### src/rtl/jamma_pkg.sv
// Shared types and constants for the JAMMA input scheduler.
// Contents: scan FSM state enum, idle (released) bus values and bus bit indices.
package jamma_pkg;

  typedef enum logic [2:0] {
    StSettleP1,
    StSampleP1,
    StSettleP2,
    StSampleP2,
    StIdle
  } state_e;

  // All inputs are active-low, so "nothing pressed" is all ones.
  localparam logic [7:0] JOY_IDLE  = 8'hFF;
  localparam logic [1:0] COIN_IDLE = 2'b11;

  // Bus layout: [7]=start, [6]=aux (passed through), [5:0]=fire2,fire1,R,L,D,U.
  localparam int unsigned JOY_BIT_START = 7;
  localparam int unsigned JOY_BIT_AUX   = 6;
  localparam int unsigned JOY_CTRL_W    = 6;

endpackage

### src/rtl/jamma_debounce.sv
// Sample-enabled vector debouncer.
// A candidate value must be seen on DB_SAMPLES consecutive enabled samples before
// the stable output takes it; any differing sample restarts the count at 1.
// Ports:
//   CLK, RST_N  clock, asynchronous active-low reset
//   sample_en   qualifies data for one cycle
//   data        W-bit sample
//   stable      debounced vector, resets to IDLE
module jamma_debounce #(
  parameter int unsigned   W          = 8,
  parameter int unsigned   DB_SAMPLES = 4,
  parameter logic [W-1:0]  IDLE       = '1
) (
  input  logic         CLK,
  input  logic         RST_N,
  input  logic         sample_en,
  input  logic [W-1:0] data,
  output logic [W-1:0] stable
);

  localparam logic [3:0] CntMax = 4'(DB_SAMPLES);

  logic [W-1:0] cand_q, cand_d;
  logic [W-1:0] stable_q, stable_d;
  logic [3:0]   cnt_q, cnt_d;

  always_comb begin
    cand_d   = cand_q;
    cnt_d    = cnt_q;
    stable_d = stable_q;
    if (sample_en) begin
      if (data == cand_q) begin
        if (cnt_q != CntMax) cnt_d = cnt_q + 4'd1;
      end else begin
        cand_d = data;
        cnt_d  = 4'd1;
      end
      // Commit only once the full run of matching samples has been seen.
      if (cnt_d == CntMax) stable_d = data;
    end
  end

  always_ff @(posedge CLK or negedge RST_N) begin
    if (!RST_N) begin
      cand_q   <= IDLE;
      cnt_q    <= 4'd0;
      stable_q <= IDLE;
    end else begin
      cand_q   <= cand_d;
      cnt_q    <= cnt_d;
      stable_q <= stable_d;
    end
  end

  assign stable = stable_q;

endmodule

### src/rtl/jamma_input_scheduler.sv
// JAMMA input scheduler: time-multiplexes the shared 8-bit bus between players
// via JSELECT, waits SETTLE_CYC cycles after each select change, samples, and
// debounces both player vectors plus the synchronised coin inputs.
// Optional feature macro: KBD_OVERLAY_EN (adds KB_JOY, ANDed into JOY1[5:0]).
// Ports:
//   CLK, RST_N  clock, asynchronous active-low reset
//   JJOY        shared bus, active-low
//   JCOIN       coin switches, active-low, asynchronous
//   KB_JOY      keyboard P1 controls, active-low (KBD_OVERLAY_EN only)
//   JSELECT     0 = player 1, 1 = player 2
//   JOY1, JOY2  debounced player vectors
//   COIN        debounced coin vector
//   SCAN_DONE   one-cycle pulse at the end of each P1+P2 scan
module jamma_input_scheduler
  import jamma_pkg::*;
#(
  parameter int unsigned SETTLE_CYC = 8,
  parameter int unsigned DB_SAMPLES = 4,
  parameter int unsigned SAMPLE_DIV = 0
) (
  input  logic       CLK,
  input  logic       RST_N,
  input  logic [7:0] JJOY,
  input  logic [1:0] JCOIN,
`ifdef KBD_OVERLAY_EN
  input  logic [5:0] KB_JOY,
`endif
  output logic       JSELECT,
  output logic [7:0] JOY1,
  output logic [7:0] JOY2,
  output logic [1:0] COIN,
  output logic       SCAN_DONE
);

  localparam int unsigned CntW = 16;

  state_e          state_q, state_d;
  logic [CntW-1:0] cnt_q, cnt_d;
  logic            jsel_q, jsel_d;
  logic [1:0]      coin_meta_q, coin_sync_q;
  logic [7:0]      p1_db, p2_db;
  logic            p1_en, p2_en;

  always_comb begin
    state_d = state_q;
    cnt_d   = cnt_q;
    jsel_d  = jsel_q;
    unique case (state_q)
      StSettleP1: begin
        if (cnt_q == CntW'(SETTLE_CYC - 1)) begin
          state_d = StSampleP1;
          cnt_d   = '0;
        end else begin
          cnt_d = cnt_q + 1'b1;
        end
      end
      StSampleP1: begin
        jsel_d  = 1'b1;
        cnt_d   = '0;
        state_d = StSettleP2;
      end
      StSettleP2: begin
        if (cnt_q == CntW'(SETTLE_CYC - 1)) begin
          state_d = StSampleP2;
          cnt_d   = '0;
        end else begin
          cnt_d = cnt_q + 1'b1;
        end
      end
      StSampleP2: begin
        jsel_d  = 1'b0;
        cnt_d   = '0;
        state_d = (SAMPLE_DIV > 0) ? StIdle : StSettleP1;
      end
      StIdle: begin
        if (cnt_q == CntW'(SAMPLE_DIV - 1)) begin
          state_d = StSettleP1;
          cnt_d   = '0;
        end else begin
          cnt_d = cnt_q + 1'b1;
        end
      end
      default: begin
        state_d = StSettleP1;
        cnt_d   = '0;
        jsel_d  = 1'b0;
      end
    endcase
  end

  always_ff @(posedge CLK or negedge RST_N) begin
    if (!RST_N) begin
      state_q     <= StSettleP1;
      cnt_q       <= '0;
      jsel_q      <= 1'b0;
      coin_meta_q <= COIN_IDLE;
      coin_sync_q <= COIN_IDLE;
    end else begin
      state_q     <= state_d;
      cnt_q       <= cnt_d;
      jsel_q      <= jsel_d;
      coin_meta_q <= JCOIN;
      coin_sync_q <= coin_meta_q;
    end
  end

  // Sampling happens a full settle window after the registered select changed.
  assign p1_en     = (state_q == StSampleP1);
  assign p2_en     = (state_q == StSampleP2);
  assign SCAN_DONE = p2_en;
  assign JSELECT   = jsel_q;

  jamma_debounce #(.W(8), .DB_SAMPLES(DB_SAMPLES), .IDLE(JOY_IDLE)) u_db_p1 (
    .CLK       (CLK),
    .RST_N     (RST_N),
    .sample_en (p1_en),
    .data      (JJOY),
    .stable    (p1_db)
  );

  jamma_debounce #(.W(8), .DB_SAMPLES(DB_SAMPLES), .IDLE(JOY_IDLE)) u_db_p2 (
    .CLK       (CLK),
    .RST_N     (RST_N),
    .sample_en (p2_en),
    .data      (JJOY),
    .stable    (p2_db)
  );

  // Coins are sampled once per scan so their timing does not depend on JSELECT.
  jamma_debounce #(.W(2), .DB_SAMPLES(DB_SAMPLES), .IDLE(COIN_IDLE)) u_db_coin (
    .CLK       (CLK),
    .RST_N     (RST_N),
    .sample_en (SCAN_DONE),
    .data      (coin_sync_q),
    .stable    (COIN)
  );

`ifdef KBD_OVERLAY_EN
  // Keyboard path is deliberately undebounced; only direction/fire bits overlay.
  assign JOY1 = {p1_db[JOY_BIT_START], p1_db[JOY_BIT_AUX], p1_db[JOY_CTRL_W-1:0] & KB_JOY};
`else
  assign JOY1 = {p1_db[JOY_BIT_START], p1_db[JOY_BIT_AUX], p1_db[JOY_CTRL_W-1:0]};
`endif
  assign JOY2 = p2_db;

endmodule

### config.mk
export PLATFORM = sky130hd
export DESIGN_NAME = jamma_input_scheduler
export DESIGN_NICKNAME = d
export VERILOG_FILES = /design/src/rtl/jamma_pkg.sv /design/src/rtl/jamma_debounce.sv /design/src/rtl/jamma_input_scheduler.sv
export SDC_FILE = /design/constraint.sdc
export NUM_CORES = 1
export LEC_CHECK = 0
export ABC_AREA = 1
export CORE_MARGIN = 5
export CORE_UTILIZATION = 60
export CTS_BUF_LIST = sky130_fd_sc_hd__clkbuf_8
export CTS_CLUSTER_SIZE = 20
export DETAILED_ROUTE_END_ITERATION = 8
export GPL_ROUTABILITY_DRIVEN = 0
export PLACE_DENSITY = 0.82
export SYNTH_ARGS = -nofsm -noshare
export SYNTH_HDL_FRONTEND = slang
export SYNTH_SLANG_ARGS = --single-unit
export TNS_END_PERCENT = 1
### constraint.sdc
create_clock -name CLK -period 2.6 [get_ports CLK]
set_clock_uncertainty 0.05 [all_clocks]
set_input_delay 0.52 -clock CLK [delete_from_list [all_inputs] [get_ports CLK]]
set_output_delay 0.52 -clock CLK [all_outputs]
set_load 0.005 [all_outputs]
==> flow_summary_export.csv <==
group,metric,value,unit
global_route,grt_max_degree,46,
finish,fin_nets,536,
clocking,cts_root_buf,"clkbuf_8",
drt,drc,0,
power,power.internal,1.588,mW
sta,tns,0,ps
yosys,synth_top_cell_area_share,0.2805,
yosys,synth_area_leaders,"dfstp_2 (28%), dfrtp_1 (21%), nand2_1 (17%)",
sta,tightest_slew,618.3,ps
yosys,synth_seq_cells,71,
global_route,grt_pass1_wl,13390,um
die,rows,28,
finish,syn_to_final_growth,16.06,%
yosys,yosys.area_share.adder,0.04007,
sta,slew_headroom,0.5878,
drt,drtIter0Drc,220,
yosys,async_flop_share,1.000,
yosys,synth_ff_type,"dfstp_2",
power,p_leak,2.101,nW
sta,setup_ws,316.8,ps
sta,holdWs,142.4,ps
sta,finalCriticalPeriod,2283,ps
sta,rsz0062_at_grt,"no",
setup_path,r2r_setup_slack,700,ps
power,power_frac_clock,0.374,
sta,clock.fmax,0.4380,GHz
sta,setup_viol,0,
setup_path,rr_worst_depth,7,
finish,antenna_cells,0,
setup_path,crit_type,"reg -> out",
drt,ant_nets,0,
drt,wire_per_inst,13.03,um
clocking,cts_resized,0,
die,io_pins,32,
power,pwr_density_cell,481.0,nW/um^2
yosys,ys_warn_count,0,
setup_path,crit_fanout,8,
yosys,syn_area,3747,um^2
yosys,synth_edf_count,0,
setup_path,rr_startpoint,"state_q[1]$_DFFE_PN0P_",
global_route,grt_usage,0.2180,
clocking,clkTransAtPathRegs,70,ps
clocking,cts_tree,"yes",
global_route,grt.overflow.total,0,
power,power_frac_comb,0.069,
setup_path,r2r_end,"u_db_p1.stable[4]$_DFFE_PN1P_",
setup_path,endpoint_kind,"output pin",
setup_path,crit_path_start_kind,"flip-flop",
status,status,"finished, final reports clean",
yosys,avgSynthCellArea,8.007,um^2
clocking,clock_sinks,71,
global_route,grt_pass1_vias,2945,
global_route,antenna_found_initial,0,
yosys,synth_cells,468,
sta,period_share,0.8782,
yosys,synth_top_family_by_area,"simple AND/OR/NAND/NOR gates",
clocking,clock_path_buffers,2,
drt,vias_per_cell,5.230,
die,die-area,7926,um^2
power,switching_share,0.2407,
die,start_util,0.6255,
power,seqPwrFrac,0.557,
clocking,h-tree-depth,3,
place,dp_hpwl,5602,um
yosys,synth-compound-area-share,0.05543,
clocking,tritoncts.num_buffers,9,
clocking,clock_latency,340,ps
finish,drive_above_1_share,0.1509,
place,io_buffer_count,31,
setup_path,crit_arrival,1710,ps
yosys,syn-num-nets,492,
setup_path,cp_data_required_time,2030,ps
drt,vias,3096,
die,core,5991,um^2
drt,wl,7714,um
yosys,synth_cell_types,28,
worst_hold_path,hold_class,"in -> async",
sta,slew_violations,0,
clocking,cts_setup_buffers,0,
yosys,synth.area.mux_share,0,
yosys,synth.most_common_cell,"nand2_1",
die,die_w,89.03,um
power,switchingPower,0.5036,mW
yosys,yosysSeqAreaShare,0.4875,
power,ir_worst_vdd,0.3968,mV
yosys,synthTopCellsByCount,"nand2_1 (170), inv_1 (57), nor2_1 (41), dfstp_2 (40), dfrtp_1 (31)",
run,cap_violations,0,
die,die_h,89.03,um
clocking,ctsHoldBuffers,0,
yosys,synthXorXnorAreaFrac,0.03272,
sta,hold_viol,0,
drt,drt_first_pass_iters,4,
yosys,synth.largest_area_cell,"dfstp_2",
yosys,synth_simple_gate_area_share,0.3152,
place,place_ws,161.1,ps
[sequential cells by signal, indices dropped and copies added, names as in the netlist, 4 cells and up]
| name | cells |
|---|---|
| u_db_p1.cnt_q | 4 |
| u_db_p1.stable | 8 |
| u_db_coin.cnt_q | 4 |
| u_db_p2.stable | 8 |
| u_db_p2.cand_q | 8 |
| u_db_p2.cnt_q | 4 |
| u_db_p1.cand_q | 8 |
| cnt_q | 16 |
[metal layers]
layer  GRT usage  vias up  share of wire
met4     0.09066        0          0.015
met3     0.03041       10          0.041
met1      0.3005     1456           0.46
met2      0.3489       64           0.48
li1            -     1566              -
met5           0        -              0
[per-stage QoR]
step | area (um^2) | util | power (mW) | instances
after floorplan | 3747 | - | 1.258 | 468
after global placement | 4174 | 0.6967 | 1.323 | 576
after detailed placement | 4174 | 0.6967 | 1.330 | 576
after CTS | 4349 | 0.7260 | 2.106 | 592
after global routing | 4349 | 0.7260 | 2.181 | 592
final | 4349 | 0.7260 | 2.092 | 592
[worst max-delay path by stage]
stage / from / to / slack (ps) / depth (start not counted)
after floorplan: u_db_p2.cnt_q[0]$_DFFE_PN0P_ / u_db_p2.stable[0]$_DFFE_PN1P_ / 1040 / 9
after global placement: JJOY[2] / u_db_p2.stable[6]$_DFFE_PN1P_ / 220 / 10
after detailed placement: JJOY[0] / u_db_p2.stable[3]$_DFFE_PN1P_ / 160 / 10
after CTS: state_q[0]$_DFFE_PN0P_ / SCAN_DONE / 310 / 2
after global routing: state_q[0]$_DFFE_PN0P_ / SCAN_DONE / 250 / 2
final: state_q[0]$_DFFE_PN0P_ / SCAN_DONE / 320 / 2
[cell families after synthesis]
kind of cell             count (synthesis)
AND/OR/NAND/NOR                        275
flip-flops                              71
buffers and inverters                   64
AO/OA/AOI/OAI                           32
XOR/XNOR                                14
adder cells (fa/ha/maj)                 12
[final cells by class]
class                   instances  area [um^2]
repair buffers                 38        370.4
flip-flops and latches         71         1827
multi-input cells             333         1662
fillers                       443         1642
clock buffers                  11        151.4
clock inverters                 5        23.77
inverters                      59        221.5
well taps                      75        93.84
[cells in the final DEF, fill, tap and decap left out, drive strengths merged]
cell type,n
a21oi,9
buf,8
clkbuf,11
clkdlybuf4s50,30
clkinv,5
dfrtp,31
dfstp,40
ha,12
inv,59
nand2,171
nand3,25
nand4,23
nor2,46
nor3,9
nor3b,1
o211ai,2
o21ai,20
o22ai,1
xnor2,5
xor2,9
[critical path, cell delays in order (launching register included)]
cell             delay [ps]
dfrtp_1                 420
ha_1                    390
clkdlybuf4s50_1         570
[power by group through the flow]
stage | combinational [mW] | sequential, mW | clock, mW
3_3_place_gp | 0.142 | 1.18 | 0
2_1_floorplan | 0.0802 | 1.18 | 0
4_1_cts | 0.147 | 1.17 | 0.794
6_report | 0.145 | 1.17 | 0.782
5_1_grt | 0.168 | 1.17 | 0.844
3_5_place_dp | 0.147 | 1.18 | 0
(Power assumes the default switching activity.)
